`config.mk`:
```
export PLATFORM = sky130hd
export DESIGN_NAME = scp_079_gen_flat
export DESIGN_NICKNAME = d
export VERILOG_FILES = /design/src/rtl/scp_079_gen_if.sv /design/src/rtl/scp_079_gen.sv /design/src/flat_wrapper.sv
export SDC_FILE = /design/constraint.sdc
export NUM_CORES = 1
export LEC_CHECK = 0
export ABC_CLOCK_PERIOD_IN_PS = 2100
export CAP_MARGIN = 20
export CORE_MARGIN = 1
export CORE_UTILIZATION = 56
export DETAILED_ROUTE_END_ITERATION = 6
export DONT_BUFFER_PORTS = 1
export PLACE_DENSITY_LB_ADDON = 0.05
export RECOVER_POWER = 100
export REMOVE_ABC_BUFFERS = 1
export SLEW_MARGIN = 40
export SYNTH_ARGS = -nofsm -noshare
export SYNTH_HDL_FRONTEND = slang
export SYNTH_SLANG_ARGS = --single-unit
export TNS_END_PERCENT = 50
```
`constraint.sdc`:
```
create_clock -name clock -period 2.1 [get_ports clock]
set_input_delay 0.42 -clock clock [delete_from_list [all_inputs] [get_ports clock]]
set_output_delay 0.42 -clock clock [all_outputs]
set_load 0.02 [all_outputs]
```
`src/rtl/scp_079_gen_if.sv`:
```
// rtl/scp_079_gen_if.sv - lamp sample and supervisor result bundle for scp_079_gen
interface scp_079_gen_if #(
  parameter int TW      = 6,
  parameter int N_STEPS = 4
);
  logic                   green;
  logic                   yellow;
  logic                   red;
  logic [2*N_STEPS-1:0]   pat;
  logic [TW-1:0]          ph_count;
  logic [2:0]             state;
  logic                   a1;
  logic                   a2;
  logic                   a3;
  logic                   cheat_out;

  // lamp/pattern source side
  modport master (
    output green, yellow, red, pat,
    input  ph_count, state, a1, a2, a3, cheat_out
  );

  // supervisor side
  modport slave (
    input  green, yellow, red, pat,
    output ph_count, state, a1, a2, a3, cheat_out
  );
endinterface

```
`src/rtl/scp_079_gen.sv`:
```
// rtl/scp_079_gen.sv - light-phase supervisor: phase timing, overrun alerts, fault and cheat-blink detection (option: SCP079_ALERT_LATCH_EN)
module scp_079_gen #(
  parameter int TW         = 6,
  parameter int N_STEPS    = 4,
  parameter int GREEN_MAX  = 35,
  parameter int YELLOW_MAX = 5,
  parameter int RED_MAX    = 25,
  parameter int SHORT_MAX  = 3,
  parameter int CHEAT_HOLD = 8
) (
  input logic          clock,
  input logic          reset,
  scp_079_gen_if.slave bus
);
  localparam int IW = (N_STEPS > 1) ? $clog2(N_STEPS) : 1;
  localparam int HW = (CHEAT_HOLD > 0) ? $clog2(CHEAT_HOLD + 1) : 1;

  localparam logic [TW-1:0] CNT_MAX   = '1;
  localparam logic [TW-1:0] G_LIM     = TW'(GREEN_MAX);
  localparam logic [TW-1:0] Y_LIM     = TW'(YELLOW_MAX);
  localparam logic [TW-1:0] R_LIM     = TW'(RED_MAX);
  localparam logic [TW-1:0] S_LIM     = TW'(SHORT_MAX);
  localparam logic [IW-1:0] LAST_IDX  = IW'(N_STEPS - 1);
  localparam logic [HW-1:0] HOLD_LOAD = HW'(CHEAT_HOLD);

  // colour codes share their low two bits with the pattern step encoding
  typedef enum logic [2:0] {
    C_OFF = 3'd0,
    C_G   = 3'd1,
    C_Y   = 3'd2,
    C_R   = 3'd3,
    C_ILL = 3'd4
  } code_t;

  typedef enum logic [2:0] {
    S_IDLE   = 3'd0,
    S_GREEN  = 3'd1,
    S_YELLOW = 3'd2,
    S_RED    = 3'd3,
    S_FAULT  = 3'd4,
    S_CHEAT  = 3'd5
  } state_t;

  code_t         code;
  code_t         prev_code;
  state_t        state;
  logic [TW-1:0] ph_count;
  logic [IW-1:0] idx;
  logic [HW-1:0] hold;
  logic [1:0]    cur_step;
  logic          a1, a2, a3, cheat_out;

  logic changed, phase_end, is_short, is_ill;
  logic step_hit, first_hit, complete, hold_active;
  logic g_over, y_over, r_over;

  // decode the sampled lamp drives into one colour code
  always_comb begin
    code = C_OFF;
    case ({bus.green, bus.yellow, bus.red})
      3'b000:  code = C_OFF;
      3'b100:  code = C_G;
      3'b010:  code = C_Y;
      3'b001:  code = C_R;
      default: code = C_ILL;
    endcase
  end

  // select the pattern step the matcher is currently waiting for
  always_comb begin
    cur_step = 2'b00;
    for (int i = 0; i < N_STEPS; i++) begin
      if (idx == IW'(i)) cur_step = bus.pat[2*i +: 2];
    end
  end

  // a phase ends only when a real colour gives way to something else
  assign changed     = (code != prev_code);
  assign phase_end   = changed && (prev_code == C_G || prev_code == C_Y || prev_code == C_R);
  assign is_short    = (ph_count <= S_LIM);
  assign is_ill      = (code == C_ILL);
  assign step_hit    = phase_end && is_short && (prev_code[1:0] == cur_step);
  assign first_hit   = phase_end && is_short && (prev_code[1:0] == bus.pat[1:0]);
  // an illegal lamp combination on the same edge vetoes the match
  assign complete    = step_hit && (idx == LAST_IDX) && !is_ill;
  assign hold_active = complete || (hold != '0);

  // overrun uses the pre-edge count, so the alert appears on phase cycle LIMIT+1
  assign g_over = (code == C_G) && !changed && (ph_count >= G_LIM);
  assign y_over = (code == C_Y) && !changed && (ph_count >= Y_LIM);
  assign r_over = (code == C_R) && !changed && (ph_count >= R_LIM);

  // supervisor state: phase counter, matcher, hold timer, alerts and reported state
  always_ff @(posedge clock or posedge reset) begin
    if (reset) begin
      prev_code <= C_OFF;
      ph_count  <= '0;
      idx       <= '0;
      hold      <= '0;
      cheat_out <= 1'b0;
      a1        <= 1'b0;
      a2        <= 1'b0;
      a3        <= 1'b0;
      state     <= S_IDLE;
    end else begin
      prev_code <= code;

      if (changed)                 ph_count <= TW'(1);
      else if (ph_count != CNT_MAX) ph_count <= ph_count + 1'b1;

      if (is_ill)         idx <= '0;
      else if (step_hit)  idx <= (idx == LAST_IDX) ? '0 : idx + 1'b1;
      else if (phase_end) idx <= first_hit ? IW'(1) : '0;

      if (complete)          hold <= HOLD_LOAD;
      else if (hold != '0)   hold <= hold - 1'b1;
      cheat_out <= hold_active;

`ifdef SCP079_ALERT_LATCH_EN
      if (state == S_FAULT && code == C_OFF) begin
        a1 <= 1'b0;
        a2 <= 1'b0;
        a3 <= 1'b0;
      end else begin
        a1 <= a1 | g_over;
        a2 <= a2 | r_over;
        a3 <= a3 | y_over;
      end
`else
      a1 <= g_over;
      a2 <= r_over;
      a3 <= y_over;
`endif

      if (is_ill)                 state <= S_FAULT;
      else if (state == S_FAULT)  state <= (code == C_OFF) ? S_IDLE : S_FAULT;
      else if (hold_active)       state <= S_CHEAT;
      else begin
        case (code)
          C_G:     state <= S_GREEN;
          C_Y:     state <= S_YELLOW;
          C_R:     state <= S_RED;
          default: state <= S_IDLE;
        endcase
      end
    end
  end

  assign bus.ph_count  = ph_count;
  assign bus.state     = state;
  assign bus.a1        = a1;
  assign bus.a2        = a2;
  assign bus.a3        = a3;
  assign bus.cheat_out = cheat_out;
endmodule

```
`src/flat_wrapper.sv`:
```
// flat-port wrapper written by rule: the top's interface ports become plain ports
module scp_079_gen_flat 
#(
  parameter int TW         = 6,
  parameter int N_STEPS    = 4,
  parameter int GREEN_MAX  = 35,
  parameter int YELLOW_MAX = 5,
  parameter int RED_MAX    = 25,
  parameter int SHORT_MAX  = 3,
  parameter int CHEAT_HOLD = 8
)
  (clock, reset, bus_green, bus_yellow, bus_red, bus_pat, bus_ph_count, bus_state, bus_a1, bus_a2, bus_a3, bus_cheat_out);
  scp_079_gen_if #(.TW(TW), .N_STEPS(N_STEPS)) bus_i ();
  input logic clock;
  input logic reset;
  input wire logic [$bits(bus_i.green)-1:0] bus_green;
  input wire logic [$bits(bus_i.yellow)-1:0] bus_yellow;
  input wire logic [$bits(bus_i.red)-1:0] bus_red;
  input wire logic [$bits(bus_i.pat)-1:0] bus_pat;
  output wire logic [$bits(bus_i.ph_count)-1:0] bus_ph_count;
  output wire logic [$bits(bus_i.state)-1:0] bus_state;
  output wire logic [$bits(bus_i.a1)-1:0] bus_a1;
  output wire logic [$bits(bus_i.a2)-1:0] bus_a2;
  output wire logic [$bits(bus_i.a3)-1:0] bus_a3;
  output wire logic [$bits(bus_i.cheat_out)-1:0] bus_cheat_out;
  assign bus_i.green = bus_green;
  assign bus_i.yellow = bus_yellow;
  assign bus_i.red = bus_red;
  assign bus_i.pat = bus_pat;
  assign bus_ph_count = bus_i.ph_count;
  assign bus_state = bus_i.state;
  assign bus_a1 = bus_i.a1;
  assign bus_a2 = bus_i.a2;
  assign bus_a3 = bus_i.a3;
  assign bus_cheat_out = bus_i.cheat_out;
  scp_079_gen #(.TW(TW), .N_STEPS(N_STEPS), .GREEN_MAX(GREEN_MAX), .YELLOW_MAX(YELLOW_MAX), .RED_MAX(RED_MAX), .SHORT_MAX(SHORT_MAX), .CHEAT_HOLD(CHEAT_HOLD)) u_core (.clock(clock), .reset(reset), .bus(bus_i));
endmodule
```
# Word-level counts from Yosys, hierarchy flattened
# Index checks and enable logic that the tools add are counted.
# W data, S select, Z words.
# totals
elab_cells,77
input_bits,13
output_inout_bits,13
register_bits,22
# op_classes
order_cmp,4
n_eq_ne,18
n_mux,19
reduce_logical,24
addsub,3
# ops
op,n
$mux W2,8
$eq A3 B2 Y1 const B,5
$logic_and A1 B1 Y1,12
$mux W3,4
$mux W6,2
$pmux W3 S4,1
$eq A3 B1 Y1 const B,3
$eq A3 B3 Y1 const B,3
$mux W4,2
$add A6 B1 Y6 const B,1
$ge A6 B3 Y1 const B,1
$ge A6 B5 Y1 const B,1
$ge A6 B6 Y1 const B,1
$le A6 B2 Y1 const B,1
$logic_not A3 Y1,2
$ne A6 B6 Y1 const B,1
$pmux W2 S3,1
$eq A2 B2 Y1,2
$eq A2 B2 Y1 const B,2
$reduce_bool A2 Y1,2
$reduce_bool A4 Y1,1
$sub A4 B1 Y4 const B,1
$logic_or A1 B1 Y1,3
$ne A3 B3 Y1,1
6 further kinds,7

# Logic depth before layout (Yosys ltp)
# logic_depth
word_depth,13
mapped_depth,9
mapped_depth_nobuf,8

# Worst setup path before layout
# OpenSTA, ideal clock, no wires.
# synth_path
path_kind,register to register
startpoint,register u_core.idx[0]
endpoint,"register u_core.state[2], in the netlist u_core.bus.state[2]"
arrival_time_ns,1.832
n_path_buf,2
setup_ns,0.133
t_required_ns,1.967
synth_period_minus_slack_ns,1.965
path_stages_with_launch,10
setup_slack_ns,0.135
path_cell_list,dfrtp_1 > ha_1 > buf_4 > nor2b_1 > a211oi_1 > xnor2_1 > and4_1 > buf_6 > a2111oi_2 > a21oi_1
# synth_between
elab_chain_len,13
word_cells_on_any_way,16
cone_classes,eq/ne: 4; mux: 7; reduce/logical: 5
# synth_rtl
element,line_no,text
start: declaration,scp_079_gen.sv:48,logic [IW-1:0] idx;
start signal: assignment,scp_079_gen.sv:112,else if (step_hit) idx <= (idx == LAST_IDX) ? '0 : idx + 1'b1;
start signal: assignment,scp_079_gen.sv:113,else if (phase_end) idx <= first_hit ? IW'(1) : '0;
$logic_not A2 Y1,scp_079_gen.sv:73,if (idx == IW'(i)) cur_step = bus.pat[2*i +: 2];
$mux W2 (4 in series),scp_079_gen.sv:73,
$eq A2 B2 Y1,scp_079_gen.sv:82,assign step_hit = phase_end && is_short && (prev_code[1:0] == cur_step);
$logic_and A1 B1 Y1,scp_079_gen.sv:82,
$logic_and A1 B1 Y1 (*) (2 in series),scp_079_gen.sv:85,assign complete = step_hit && (idx == LAST_IDX) && !is_ill;
$logic_or A1 B1 Y1 (*),scp_079_gen.sv:86,assign hold_active = complete || (hold != '0);
$mux W3 (*),scp_079_gen.sv:137,else if (hold_active) state <= S_CHEAT;
$mux W3 (*),scp_079_gen.sv:136,else if (state == S_FAULT) state <= (code == C_OFF) ? S_IDLE : S_FAULT;
$mux W3 (*),scp_079_gen.sv:135,if (is_ill) state <= S_FAULT;
end signal: assignment,scp_079_gen.sv:136,
end: declaration,scp_079_gen.sv:46,state_t state;
# Every way passes the cells marked *; elsewhere a longest branch is shown, timed or not.
# A chain may end at the register's enable or synchronous reset.

# Worst setup path after layout
# layout_path
startpoint,register u_core.idx[1]
endpoint,register u_core.idx[0]
# layout_between
elab_chain_len,9
word_cells_on_any_way,14
cone_classes,eq/ne: 4; mux: 7; reduce/logical: 3
# layout_rtl
element,line_no,text
$logic_not A2 Y1,scp_079_gen.sv:73,
$mux W2 (4 in series),scp_079_gen.sv:73,
$eq A2 B2 Y1,scp_079_gen.sv:82,
$logic_and A1 B1 Y1,scp_079_gen.sv:82,
$mux W2,scp_079_gen.sv:112,
$mux W2,scp_079_gen.sv:111,if (is_ill) idx <= '0;
# Parallel ways exist; a longest one is shown, timed or not.

==> impl_metrics.py <==
metrics = {
    "routing": {
        "detailedRoute.firstIterationViolations": 22,
        "drc_errors": 0,
        "wl_per_cell_microns": 16.0,
        "detail_route.wirelength_mm": 2.89,
        "vias_per_cell": 6.28,
        "vias": 1131,
        "ant_nets": 0,
        "first_pass_iters": 4,
    },
    "placed_design": {
        "hpwlAfterDp_mm": 2.01,
        "port_buffers": 0,
        "dpl_worst_slack_ns": -0.0415,
        "routabilityCongestion": 0.834,
    },
    "worst_setup_path": {
        "r2r-end": "u_core.idx[0]$_DFFE_PP0P_",
        "cp.depth": 8,
        "crit_path_cell_trace": "inv_2 -> ha_4 -> nand3b_1 -> a221oi_2 -> xnor2_1 -> and2_4 -> mux2_4 -> a21oi_2",
        "ff2ff_path_depth": 8,
        "worstPathMaxFanout": 4,
        "crit_path_start_kind": "flip-flop",
        "worstSetupStartpoint": "u_core.idx[1]$_DFFE_PP0P_",
        "cp_slowest_cell": "dfrtp_1",
        "endpoint_kind": "flip-flop",
        "timing.rr.start": "u_core.idx[1]$_DFFE_PP0P_",
        "cp.arrival_ns": 2.28,
        "max_stage_delay_ns": 0.43,
        "cp_top_family": "flip-flops",
        "r2r_setup_slack_ns": 0.05,
        "required_ns": 2.33,
        "critPathCapture": "u_core.idx[0]$_DFFE_PP0P_",
        "path_class": "flip-flop to flip-flop",
        "crit_buf_inv": 1,
    },
    "synthesis": {
        "avgSynthCellArea_sq_um": 9.48,
        "synth_seq_cells": 22,
        "synthCells": 151,
        "yosysSeqAreaShare_pct": 38.5,
        "synth_ff_type": "dfrtp_1",
        "synthArstFlopShare_pct": 100,
        "synth_edf_count": 0,
        "yosysUniqueCellTypes": 44,
        "syn-cell-area_sq_mm": 0.00143,
        "yosys_warnings": 0,
    },
    "power": {
        "seqPwrFrac_pct": 51.2,
        "share_comb_of_total_power_pct": 31.5,
        "ir_drop_mv": 0.626,
        "pwr_density_cell_mw_per_mm2": 734,
        "switching_share_pct": 34.9,
        "p_int_mw": 0.728,
        "p_leak_nw": 0.581,
        "switchingPower_mw": 0.390,
        "p_clk_share_pct": 17.3,
    },
    "cells_and_area": {
        "final_cell_mix": "dfrtp_1 (21), nor2_1 (18), a21oi_1 (9)",
        "final_nets": 175,
        "fill_cells": 198,
        "final_common_cell": "dfrtp_1",
        "antenna_cells": 0,
        "area_growth_pct": 6.38,
        "drive_above_1_share_pct": 18.4,
    },
    "sta": {
        "finalMaxSlewViolations": 0,
        "finalHoldViolCount": 0,
        "holdWs_ns": 0.148,
        "setup_ws_ns": 0.0482,
        "slew-limit-headroom_pct": 45.0,
        "setup_viol": 0,
        "final.min_clock_period_ns": 2.05,
        "fin_skew_ns": 0.00859,
        "finalCritPeriodShare_pct": 97.7,
        "fmax_mhz": 487,
        "worstMarginPinSlew_ns": 0.824,
    },
    "run_status": {
        "status": "completed",
    },
    "worst_hold_path": {
        "min_path_type": "input port to asynchronous set/reset pin",
    },
    "floorplanning": {
        "initial_utilization_pct": 61.7,
        "pin_count": 26,
        "coreArea_sq_mm": 0.00232,
        "die_w_microns": 52.6,
        "die_area_sq_mm": 0.00276,
        "rows": 17,
        "dieHeight_microns": 52.6,
    },
    "clock_tree": {
        "cts.clk_slew.worst_paths_ns": 0.12,
        "cts-root-buf": "clkbuf_4",
        "clk_latency_ns": 0.30,
        "holdBufCountCts": 0,
        "numCtsBuffers": 3,
        "cts_tree": "done",
        "htreeDepth": 1,
        "cts.sinks": 22,
        "clk_path_buf_depth": 2,
    },
    "global_route": {
        "antenna_found_initial": 0,
        "grt_max_degree": 23,
        "grt_pass1_wl_mm": 4.62,
        "grt_pass1_vias": 1061,
        "grtUsageTotal_pct": 23.0,
        "grt.overflow.total": 0,
    },
    "flow_run": {
        "max_cap_violations": 0,
    },
}
[through the flow]
stage / util [%] / setup TNS, ns / instances / total power [mW] / cell area (sq um)
3_3_place_gp: 62.9 / 0 / 177 / 0.892 / 1460
2_1_floorplan: - / 0 / 142 / 0.830 / 1370
3_5_place_dp: 62.9 / -0.0986 / 177 / 0.913 / 1460
6_report: 65.7 / 0 / 180 / 1.12 / 1520
4_1_cts: 64.1 / -0.0122 / 180 / 1.11 / 1490
5_1_grt: 65.7 / -0.0139 / 180 / 1.19 / 1520
[registers in the layout (all words and copies together) (netlist names)]
name / flops
u_core.idx: 2
u_core.bus.ph_count: 6
u_core.prev_code: 3
u_core.hold: 4
u_core.bus.cheat_out: 1
u_core.bus.state: 3
u_core.bus.a3: 1
u_core.bus.a2: 1
u_core.bus.a1: 1
[final cells by class]
class / instances / area, sq um / area share, %
Clock buffer: 3 / 22.5 / 1.48
Timing Repair Buffer: 7 / 37.5 / 2.47
Multi-Input combinational cell: 112 / 846 / 55.5
Inverter: 8 / 30.0 / 1.97
Tap cell: 28 / 35.0 / 2.30
Sequential cell: 22 / 552 / 36.2
[cell families after synthesis]
logic type,Yosys count,share of synthesized area [%]
compound gates,29,14.3
xor+xnor,7,4.28
fa+ha+maj,9,7.69
buf+inv,17,6.38
flops,22,38.5
mux,2,1.49
simple gates,65,27.4
[synthesized netlist by cell type (2+ instances only)]
library cell | instances | area, sq um
dfrtp_1 | 22 | 551
nor4bb_1 | 2 | 20.0
inv_1 | 8 | 30.0
clkbuf_1 | 3 | 11.3
nand4_1 | 2 | 12.5
nand3_1 | 6 | 30.0
a211oi_1 | 4 | 30.0
or3_1 | 2 | 12.5
nor4_2 | 3 | 37.5
xnor2_1 | 7 | 61.3
buf_6 | 3 | 33.8
nand3b_1 | 4 | 30.0
a21oi_1 | 10 | 50.1
nor3_1 | 3 | 15.0
nor3b_1 | 4 | 30.0
a31oi_1 | 2 | 12.5
nor2_1 | 18 | 67.6
ha_1 | 8 | 100
nand2b_1 | 7 | 43.8
o21ai_0 | 2 | 10.0
nand2_1 | 6 | 22.5
or3b_1 | 3 | 26.3
[worst reg2reg max path: stages (launching register included)]
cell	delay (ns)
dfrtp_1	0.43
inv_2	0.08
ha_4	0.17
nand3b_1	0.19
a221oi_2	0.30
xnor2_1	0.20
and2_4	0.20
mux2_4	0.30
a21oi_2	0.12
[what timing repair did]
item | CTS | global route
pin swaps | 0 | 4
setup endpoints to repair | 4 | 4
gates cloned | 0 | 0
buffers inserted | 0 | 0
gates resized for setup | 2 | 14
[worst min-delay path by stage]
| stage | startpoint | end | slack (ns) |
|---|---|---|---|
| after global placement | bus_green | u_core.bus.a3$_DFF_PP0_ | 0.49 |
| after global routing | bus_green | u_core.bus.a2$_DFF_PP0_ | 0.15 |
| after CTS | bus_green | u_core.bus.a3$_DFF_PP0_ | 0.15 |
| after floorplan | reset | u_core.bus.a1$_DFF_PP0_ | 0.41 |
| after detailed placement | bus_green | u_core.bus.a3$_DFF_PP0_ | 0.49 |
| final | reset | u_core.bus.ph_count[0]$_DFFE_PP0P_ | 0.15 |
[metal layers]
metal | routed length [microns] | GRT usage [%] | vias to the layer above
met1 | 1300 | 29.7 | 552
met2 | 1420 | 38.2 | 31
li1 | - | - | 546
met5 | 0 | 0 | -
met4 | 12 | 6.58 | 0
met3 | 158 | 5.22 | 2
[power by group through the flow]
stage / registers [mW] / logic (mW) / clock network [mW]
6_report: 0.573 / 0.352 / 0.193
3_3_place_gp: 0.574 / 0.318 / 0
5_1_grt: 0.581 / 0.404 / 0.206
3_5_place_dp: 0.577 / 0.336 / 0
4_1_cts: 0.570 / 0.339 / 0.195
2_1_floorplan: 0.565 / 0.264 / 0
Power figures use the tool's default switching activity.
